**src/rtl/ps2_pkg.sv**
```systemverilog
// Shared PS/2 definitions: host-transmit state encoding, command bytes and
// the receive-side key codes used by the direction decoder.
package ps2_pkg;

    typedef enum logic [2:0] {
        IDLE,
        INHIBIT,
        START,
        SEND,
        WAIT_ACK,
        DONE,
        ERROR
    } tx_state_t;

    localparam logic [7:0] PS2_CMD_RESET   = 8'hFF;
    localparam logic [7:0] PS2_CMD_SET_LED = 8'hED;
    localparam logic [7:0] PS2_CMD_ENABLE  = 8'hF4;
    localparam logic [7:0] PS2_ACK         = 8'hFA;

    localparam logic [7:0] KEY_UP    = 8'h75;
    localparam logic [7:0] KEY_LEFT  = 8'h6B;
    localparam logic [7:0] KEY_DOWN  = 8'h72;
    localparam logic [7:0] KEY_RIGHT = 8'h74;

    // Bits still to shift after the start bit: data LSB first, odd parity, stop.
    function automatic logic [9:0] ps2_frame(input logic [7:0] data);
        return {1'b1, ~^data, data};
    endfunction

endpackage

```
**src/rtl/ps2_sync_edge.sv**
```systemverilog
// Two-flop synchronizer for one raw PS/2 line, plus a falling-edge detector
// on the synchronized value.
module ps2_sync_edge (
    input  logic VGA_clk,
    input  logic reset,
    input  logic din,
    output logic level,
    output logic fall
);

    // [0] first sync flop, [1] synced current value, [2] synced previous value
    logic [2:0] sync_q;

    // NOTE: sequential state is updated with non-blocking assignments only, so
    // every flop samples the pre-edge value of its neighbour and the chain
    // really is three stages deep.
    always_ff @(posedge VGA_clk) begin
        if (reset) begin
            // Idle lines are pulled high; resetting to 1 avoids a phantom edge.
            sync_q <= 3'b111;
        end else begin
            sync_q <= {sync_q[1:0], din};
        end
    end

    assign level = sync_q[1];
    assign fall  = sync_q[2] & ~sync_q[1];

endmodule

```
**src/rtl/ps2_host_tx.sv**
```systemverilog
// Host-to-device PS/2 transmitter: request-to-send, clocked-out frame driven
// by the device clock, ACK check and watchdog on the open-drain lines.
module ps2_host_tx
    import ps2_pkg::*;
#(
    parameter int CLK_FREQ_HZ       = 25000000,
    parameter int INHIBIT_CYCLES    = 3000,
    parameter int START_HOLD_CYCLES = 50,
    parameter int TIMEOUT_CYCLES    = 375000
) (
    input  logic       VGA_clk,
    input  logic       reset,
    input  logic [7:0] tx_data,
    input  logic       tx_valid,
    output logic       tx_ready,
    output logic       tx_done,
    output logic       tx_error,
    output logic       busy,
    input  logic       ps2_clk_in,
    input  logic       ps2_data_in,
    output logic       ps2_clk_oe,
    output logic       ps2_data_oe
);

    // The device needs at least 100 us of inhibit; never go below that floor.
    localparam int MIN_INHIBIT = CLK_FREQ_HZ / 10000;
    localparam int INHIBIT_EFF = (INHIBIT_CYCLES > MIN_INHIBIT) ? INHIBIT_CYCLES : MIN_INHIBIT;
    localparam int CNT_MAX_A   = (INHIBIT_EFF > START_HOLD_CYCLES) ? INHIBIT_EFF : START_HOLD_CYCLES;
    localparam int CNT_MAX     = (TIMEOUT_CYCLES > CNT_MAX_A) ? TIMEOUT_CYCLES : CNT_MAX_A;
    localparam int CNT_W       = $clog2(CNT_MAX + 1);

    localparam logic [CNT_W-1:0] INHIBIT_LAST = CNT_W'(INHIBIT_EFF - 1);
    localparam logic [CNT_W-1:0] HOLD_LAST    = CNT_W'(START_HOLD_CYCLES - 1);
    localparam logic [CNT_W-1:0] TIMEOUT_LAST = CNT_W'(TIMEOUT_CYCLES - 1);

    tx_state_t        state, state_n;
    logic [CNT_W-1:0] cnt, cnt_n;
    logic [3:0]       bit_cnt, bit_cnt_n;
    logic [9:0]       shreg, shreg_n;
    logic             data_oe_q, data_oe_n;

    logic clk_fall;
    logic clk_level_unused;
    logic data_level;
    logic data_fall_unused;

    ps2_sync_edge u_clk_sync (
        .VGA_clk (VGA_clk),
        .reset   (reset),
        .din     (ps2_clk_in),
        .level   (clk_level_unused),
        .fall    (clk_fall)
    );

    ps2_sync_edge u_data_sync (
        .VGA_clk (VGA_clk),
        .reset   (reset),
        .din     (ps2_data_in),
        .level   (data_level),
        .fall    (data_fall_unused)
    );

    always_ff @(posedge VGA_clk) begin
        if (reset) begin
            state     <= IDLE;
            cnt       <= '0;
            bit_cnt   <= '0;
            shreg     <= '0;
            data_oe_q <= 1'b0;
        end else begin
            state     <= state_n;
            cnt       <= cnt_n;
            bit_cnt   <= bit_cnt_n;
            shreg     <= shreg_n;
            data_oe_q <= data_oe_n;
        end
    end

    // NOTE: every variable gets its hold value first, so no branch below can
    // leave one unassigned and infer a latch.
    always_comb begin
        state_n   = state;
        cnt_n     = cnt;
        bit_cnt_n = bit_cnt;
        shreg_n   = shreg;
        data_oe_n = data_oe_q;

        case (state)
            IDLE: begin
                cnt_n     = '0;
                bit_cnt_n = '0;
                data_oe_n = 1'b0;
                if (tx_valid) begin
                    shreg_n = ps2_frame(tx_data);
                    state_n = INHIBIT;
                end
            end

            INHIBIT: begin
                if (cnt == INHIBIT_LAST) begin
                    cnt_n   = '0;
                    state_n = START;
                end else begin
                    cnt_n = cnt + 1'b1;
                end
            end

            START: begin
                if (cnt == HOLD_LAST) begin
                    cnt_n     = '0;
                    bit_cnt_n = '0;
                    data_oe_n = 1'b1;   // keep the start bit on the line
                    state_n   = SEND;
                end else begin
                    cnt_n = cnt + 1'b1;
                end
            end

            SEND: begin
                if (clk_fall) begin
                    cnt_n     = '0;
                    data_oe_n = ~shreg[0];
                    shreg_n   = {1'b0, shreg[9:1]};
                    bit_cnt_n = bit_cnt + 1'b1;
                    if (bit_cnt == 4'd9) begin
                        state_n = WAIT_ACK;
                    end
                end else if (cnt == TIMEOUT_LAST) begin
                    state_n = ERROR;
                end else begin
                    cnt_n = cnt + 1'b1;
                end
            end

            WAIT_ACK: begin
                data_oe_n = 1'b0;
                if (clk_fall) begin
                    cnt_n   = '0;
                    state_n = data_level ? ERROR : DONE;
                end else if (cnt == TIMEOUT_LAST) begin
                    state_n = ERROR;
                end else begin
                    cnt_n = cnt + 1'b1;
                end
            end

            DONE, ERROR: begin
                cnt_n     = '0;
                data_oe_n = 1'b0;
                state_n   = IDLE;
            end

            default: begin
                state_n = IDLE;
            end
        endcase
    end

    assign tx_ready    = (state == IDLE);
    assign busy        = (state != IDLE);
    assign tx_done     = (state == DONE);
    assign tx_error    = (state == ERROR);
    assign ps2_clk_oe  = (state == INHIBIT) || (state == START);
    assign ps2_data_oe = (state == START) || ((state == SEND) && data_oe_q);

endmodule

```
**config.mk**
```make
export PLATFORM = sky130hd
export DESIGN_NAME = ps2_host_tx
export DESIGN_NICKNAME = d
export VERILOG_FILES = /design/src/rtl/ps2_pkg.sv /design/src/rtl/ps2_sync_edge.sv /design/src/rtl/ps2_host_tx.sv
export SDC_FILE = /design/constraint.sdc
export NUM_CORES = 1
export LEC_CHECK = 0
export CORE_MARGIN = 1.5
export CORE_UTILIZATION = 54
export CTS_BUF_LIST = sky130_fd_sc_hd__clkbuf_4
export DETAILED_ROUTE_END_ITERATION = 12
export HOLD_SLACK_MARGIN = 0.05
export PLACE_DENSITY_LB_ADDON = 0.3
export SETUP_SLACK_MARGIN = 0.3
export SLEW_MARGIN = 5
export SYNTH_ARGS = -nofsm -noshare
export SYNTH_HDL_FRONTEND = slang
export SYNTH_SLANG_ARGS = --single-unit
```
**constraint.sdc**
```tcl
create_clock -name VGA_clk -period 1.9 [get_ports VGA_clk]
set_input_delay 0.285 -clock VGA_clk [delete_from_list [all_inputs] [get_ports VGA_clk]]
set_output_delay 0.285 -clock VGA_clk [all_outputs]
set_load 0.01 [all_outputs]
```
-- After elaboration in Yosys (flattened, before gate mapping)
Index checks and enable logic that the tools add are counted.
- bits in registers: 42
- bits of input ports: 13
- word-level logic and storage cells: 69
- add/sub/neg operators: 2
- eq/ne operators: 16
- multiplexer cells: 23
- bitwise gates (word level): 3
- reductions and logical operators: 18
- operators with widths (cell ; number):
    $mux W19 ; 4
    $pmux W19 S4 ; 1
    $mux W3 ; 7
    $mux W10 ; 2
    $pmux W10 S2 ; 1
    $add A19 B1 Y19 const B ; 1
    $eq A19 B12 Y1 const B ; 1
    $eq A19 B19 Y1 const B ; 1
    $eq A19 B6 Y1 const B ; 1
    $pmux W3 S5 ; 1
    $pmux W4 S3 ; 1
    $eq A3 B3 Y1 const B ; 3
    $reduce_and A3 Y1 ; 3
    $reduce_bool A3 Y1 ; 3
    $mux W4 ; 2
    $ne A2 B2 Y1 const B ; 4
    $reduce_xnor A8 Y1 ; 1
    $eq A3 B2 Y1 const B ; 2
    $ne A3 B3 Y1 const B ; 2
    $add A4 B1 Y4 const B ; 1
    $eq A4 B4 Y1 const B ; 1
    $reduce_and A4 Y1 ; 1
    $reduce_bool A4 Y1 ; 1
    $reduce_or A4 Y1 ; 1
    13 further kinds ; 16

-- Depth between registers and ports, before layout
Gate-level depths: netlist (run 1).
- word-level depth: 4
- gate-level depth with buffers: 9

-- Cells and area by module
A second synthesis (run 1) with hierarchy kept.
- cells, all modules: 292
- area, all modules: 2344.7 um^2
- by module, submodules not included (module ; times used ; cells an instance ; area each (um^2)):
    ps2_host_tx ; 1 ; 278 ; 2174.6
    ps2_sync_edge ; 2 ; 7 ; 85.1

-- Least setup slack after synthesis (run 1)
OpenSTA, ideal clock, no wires.
- path kind: reg2reg
- start: register cnt[0]
- end: register cnt[0]
- arrival time: 1.939 ns
- required time: 1.783 ns
- setup slack: -0.156 ns
- cell stages (with the launch flop): 9
- period minus slack after synthesis: 2.056 ns
- cells stage by stage: dfxtp_1 -> ha_1 -> nor4bb_1 -> nand4_1 -> nor3_1 -> a211oi_1 -> o31ai_4 -> buf_2 -> nor2_1
- cells in the longest elaborated chain, start to end: 4
- elaborated cells between the ends (all ways): 11
- ends and longest elaborated chain (what ; line ; RTL):
    start: declaration ; ps2_host_tx.sv:37 ; logic [CNT_W-1:0] cnt, cnt_n;
    start signal: assignment ; ps2_host_tx.sv:72 ; cnt <= cnt_n;
    $add A19 B1 Y19 ; n/a ;
    $mux W19 ; ps2_host_tx.sv:128, ps2_host_tx.sv:140 ;
    $mux W19 ; ps2_host_tx.sv:120 ; if (clk_fall) begin
    $pmux W19 S4 ; ps2_host_tx.sv:88 ; case (state)
Parallel ways exist; a longest one is shown, timed or not. The select of a mux whose other input is x is not followed.
A chain may end at the register's enable or synchronous reset.

-- Worst setup path in the final report (run 1)
- start: register cnt[1]
- end: register bit_cnt[2]
- cells in the longest elaborated chain, start to end: 3
- ends and longest elaborated chain (what ; line ; RTL):
    $eq A19 B6 Y1 ; ps2_host_tx.sv:109 ; if (cnt == HOLD_LAST) begin
    $ne A2 B2 Y1 (no line) ; n/a ;
    $reduce_and A3 Y1 (no line) ; n/a ;
    end signal: assignment ; ps2_host_tx.sv:73 ; bit_cnt <= bit_cnt_n;
    end: declaration ; ps2_host_tx.sv:38 ; logic [3:0] bit_cnt, bit_cnt_n;
No other way between the ends.

==> summary.txt, run 1 <==
Placement
  – Cells after DPL: 374
  – Dpl hpwl: around 3900 um
  – Input/output buffers: 18
  – Gpl congestion: between 0.8 and 0.9
  – Placed cell areas: 2818 um^2
  – Dpl ws: -44.08 ps

Floorplan
  – Std-Cell Rows: 23
  – Core area: 4029 um^2
  – Boundary pin count: 19
  – Die span in y: 68.12 um
  – Die X: 68.12 um
  – Die footprint: 4640 um^2
  – Initial core utilization: 56.83%

Clocking
  – CTS root buf: clkbuf_4
  – TritonCTS Buffers: 5
  – CTS tree: built
  – Clock latency on the worst-skew pair: 370 ps
  – H-tree levels: 2
  – Reg clk slew, reported paths: 140 ps
  – Clock Path Buffers: 2
  – Sink Count: 42
  – # hold bufs at CTS: 0

Critical path
  – Maximum fanout along the worst path: 4
  – Startpoint types: register
  – R2r setup slk: -240 ps
  – Nature of the critical path endpoint: register
  – CP Data Required Time: between 2000 and 2500 ps
  – CP arrival: 2390 ps
  – CP Class: reg -> reg

Synth
  – Area of the mapped netlist: 2290 um^2
  – Ys async rst share: 0%
  – Post-synth EDFFs: 0
  – Syn Nets: 305
  – Register area share after synthesis: 36.72%
  – Avg Cell Area, Syn: slightly below 8 um^2
  – Yosys cell types: 47
  – Post-Synthesis Cells: 288
  – Top_reg_cell synth: dfxtp_1
  – Ys Warns: 0
  – Seq cells post-synth: 42

Power and ir drop
  – Design Power: 3.583 mW
  – Sw Share: 39.10%
  – Internal: around 2.2 mW
  – Seq pwr share: approximately a third
  – Power per cell area: approximately 1000 nW/um^2
  – Max VDD drop: 0.0007353 V
  – P_leak: 1.307 nW
  – Switching pwr: 1.401 mW
  – Clock share of power: 12.8%
  – Gate power share: 54.9%

Detailed routing
  – Routed Antenna Nets: 0
  – Total detailed-routing wirelength: 8041 um
  – DR pass1 iterations: 5
  – WL/cell: about 20 um
  – DRT iter0 DRCs: between 400 and 500
  – Number of vias per cell: 6.372
  – Via count: 2587
  – DRC errors left: 0

Global route
  – GRT Overall Usage: 34.08%
  – Vias in the first global route: 2454
  – Pin count of the biggest net entering global routing: 23
  – Global-route wire length before repair: 11720 um
  – Initial antenna violation count: 0
  – Grt ovf: 0

Status
  – Violated checks: setup timing
  – Status: finished, violations left

Timing
  – Final Skew: 18.81 ps
  – Slew HR: 72.98%
  – Max-slew violations: 0
  – Final Hold Fails: 0
  – Setup TNS: -2985 ps
  – Final setup viols: 23
  – Period utilisation layout: 112.6%
  – RSZ-0062 raised after global routing: yes
  – WHS: 442.8 ps
  – Worst slew pin tran: 405.3 ps
  – Post-route minimum period: 2139 ps
  – PnR worst setup slack: -239.2 ps
  – Peak Freq: 0.4675 GHz

Worst hold path
  – Hold Crit Class: reg -> reg

Cells and area
  – Layout cells sized above 1: 41.01%
  – Area grow syn2layout: 51.48%
  – Final Instance Area: 3468 um^2
  – Nets: approximately 370
  – Post-Route Utilization: 86.09%
  – Diodes inserted: 0
  – Post-Layout Cell Count: approximately 410
  – Most frequent cells in the layout: buf_4 (38), nand2_1 (35), nor2_1 (33), dfxtp_1 (27), buf_6 (18)
  – Most common cell after layout, fill and taps aside: buf_4

Job
  – Reported max-cap violation count: 0
repair_timing:
action,CTS,global route
endpoints found under the setup margin,43,43
resized for setup,89,30
buffers inserted,18,4
pin swaps,31,7
cloned,2,0
flip-flops by register name (all words and copies together), names as in the netlist:
| signal | cells |
|---|---|
| u_data_sync.sync_q | 2 |
| cnt | 19 |
| u_clk_sync.sync_q | 3 |
| state | 3 |
| data_oe_q | 1 |
| bit_cnt | 4 |
| shreg | 10 |
layer usage:
metal  vias to the layer above  global-route usage, %  wire, um
met1                      1211                  41.36      3148
met5                         -                      0         0
li1                       1140                      -         -
met4                         0                  15.75       391
met2                       187                  57.89      3793
met3                        49                  6.579       708
power by group through the flow:
stage               clock network (mW)  registers (mW)  logic [mW]
floorplan                            0            1.07       0.805
global placement                     0            1.12        1.15
detailed placement                   0            1.12        1.18
CTS                              0.449            1.14        1.70
global route                     0.497            1.17        2.09
finish                           0.460            1.16        1.97
synthesized netlist by cell type, types with 2 or more instances:
| library cell | n | area share [%] |
|---|---|---|
| nand3b_1 | 2 | 0.66 |
| nand4_1 | 6 | 1.6 |
| nor4_1 | 2 | 0.55 |
| nand2_1 | 37 | 6.1 |
| buf_2 | 7 | 1.5 |
| ha_1 | 4 | 2.2 |
| nor2_1 | 44 | 7.2 |
| o21ai_0 | 10 | 2.2 |
| inv_1 | 5 | 0.82 |
| xnor2_1 | 16 | 6.1 |
| and2_1 | 2 | 0.55 |
| nand2b_1 | 4 | 1.1 |
| or2_2 | 7 | 1.9 |
| a211o_1 | 2 | 0.77 |
| a211oi_1 | 7 | 2.3 |
| and3_1 | 5 | 1.4 |
| dfxtp_1 | 42 | 37 |
| a21o_1 | 2 | 0.66 |
| a21oi_1 | 14 | 3.1 |
| xor2_1 | 8 | 3.1 |
| nand3_1 | 11 | 2.4 |
| clkbuf_1 | 8 | 1.3 |
| nor2b_1 | 3 | 0.82 |
| nor3b_1 | 2 | 0.66 |
| nor3_1 | 9 | 2.0 |
| a311oi_1 | 8 | 3.1 |
cells by family (layout without fill, tap and decap cells):
family	after synthesis	in the layout	synth area share, %
flip-flops	42	42	36.72
adder cells (fa/ha/maj)	4	4	2.186
buffers and inverters	21	89	3.880
AO/OA/AOI/OAI	50	50	15.14
AND/OR/NAND/NOR	146	146	32.46
XOR/XNOR	24	24	9.180
multiplexers	1	1	0.4372
cell type report:
cell class	instances	area (um^2)
multi-input cells	225	1710
inverters	5	21.27
flip-flops and latches	42	877.1
fillers	187	560.5
clock buffers	6	45.04
clock inverters	2	8.758
well taps	50	62.56
repair buffers	76	743.2
worst paths after layout:
check,depth (start not counted),endpoint,from
worst max-delay path,7,bit_cnt[2]$_SDFFE_PP0P_,cnt[1]$_SDFFE_PP0P_
worst min-delay path,1,u_data_sync.sync_q[1]$_SDFF_PP1_,u_data_sync.sync_q[0]$_SDFF_PP1_
worst max register to register,7,bit_cnt[2]$_SDFFE_PP0P_,cnt[1]$_SDFFE_PP0P_
worst min register to register,1,u_data_sync.sync_q[1]$_SDFF_PP1_,u_data_sync.sync_q[0]$_SDFF_PP1_
worst max-delay path, cell delays in order, from the launching register on:
cell	delay, ps
dfxtp_4	380
inv_1	60
ha_1	250
nand4b_1	140
or4_4	520
a211o_4	370
o21ai_2	160
a21oi_1	150
(Power assumes the default switching activity.)
==> run 2, diff against run 1 <==
- CAP_MARGIN: not set -> 20
- SLEW_MARGIN: 5 -> 20
==> results of run 2 <==
The final DEF is identical to that of run 1; final timing and power are the same.
==> run 3, diff against run 2 <==
- GPL_ROUTABILITY_DRIVEN: not set -> 0
==> results of run 3 <==
The final DEF is identical to that of run 1; final timing and power are the same.
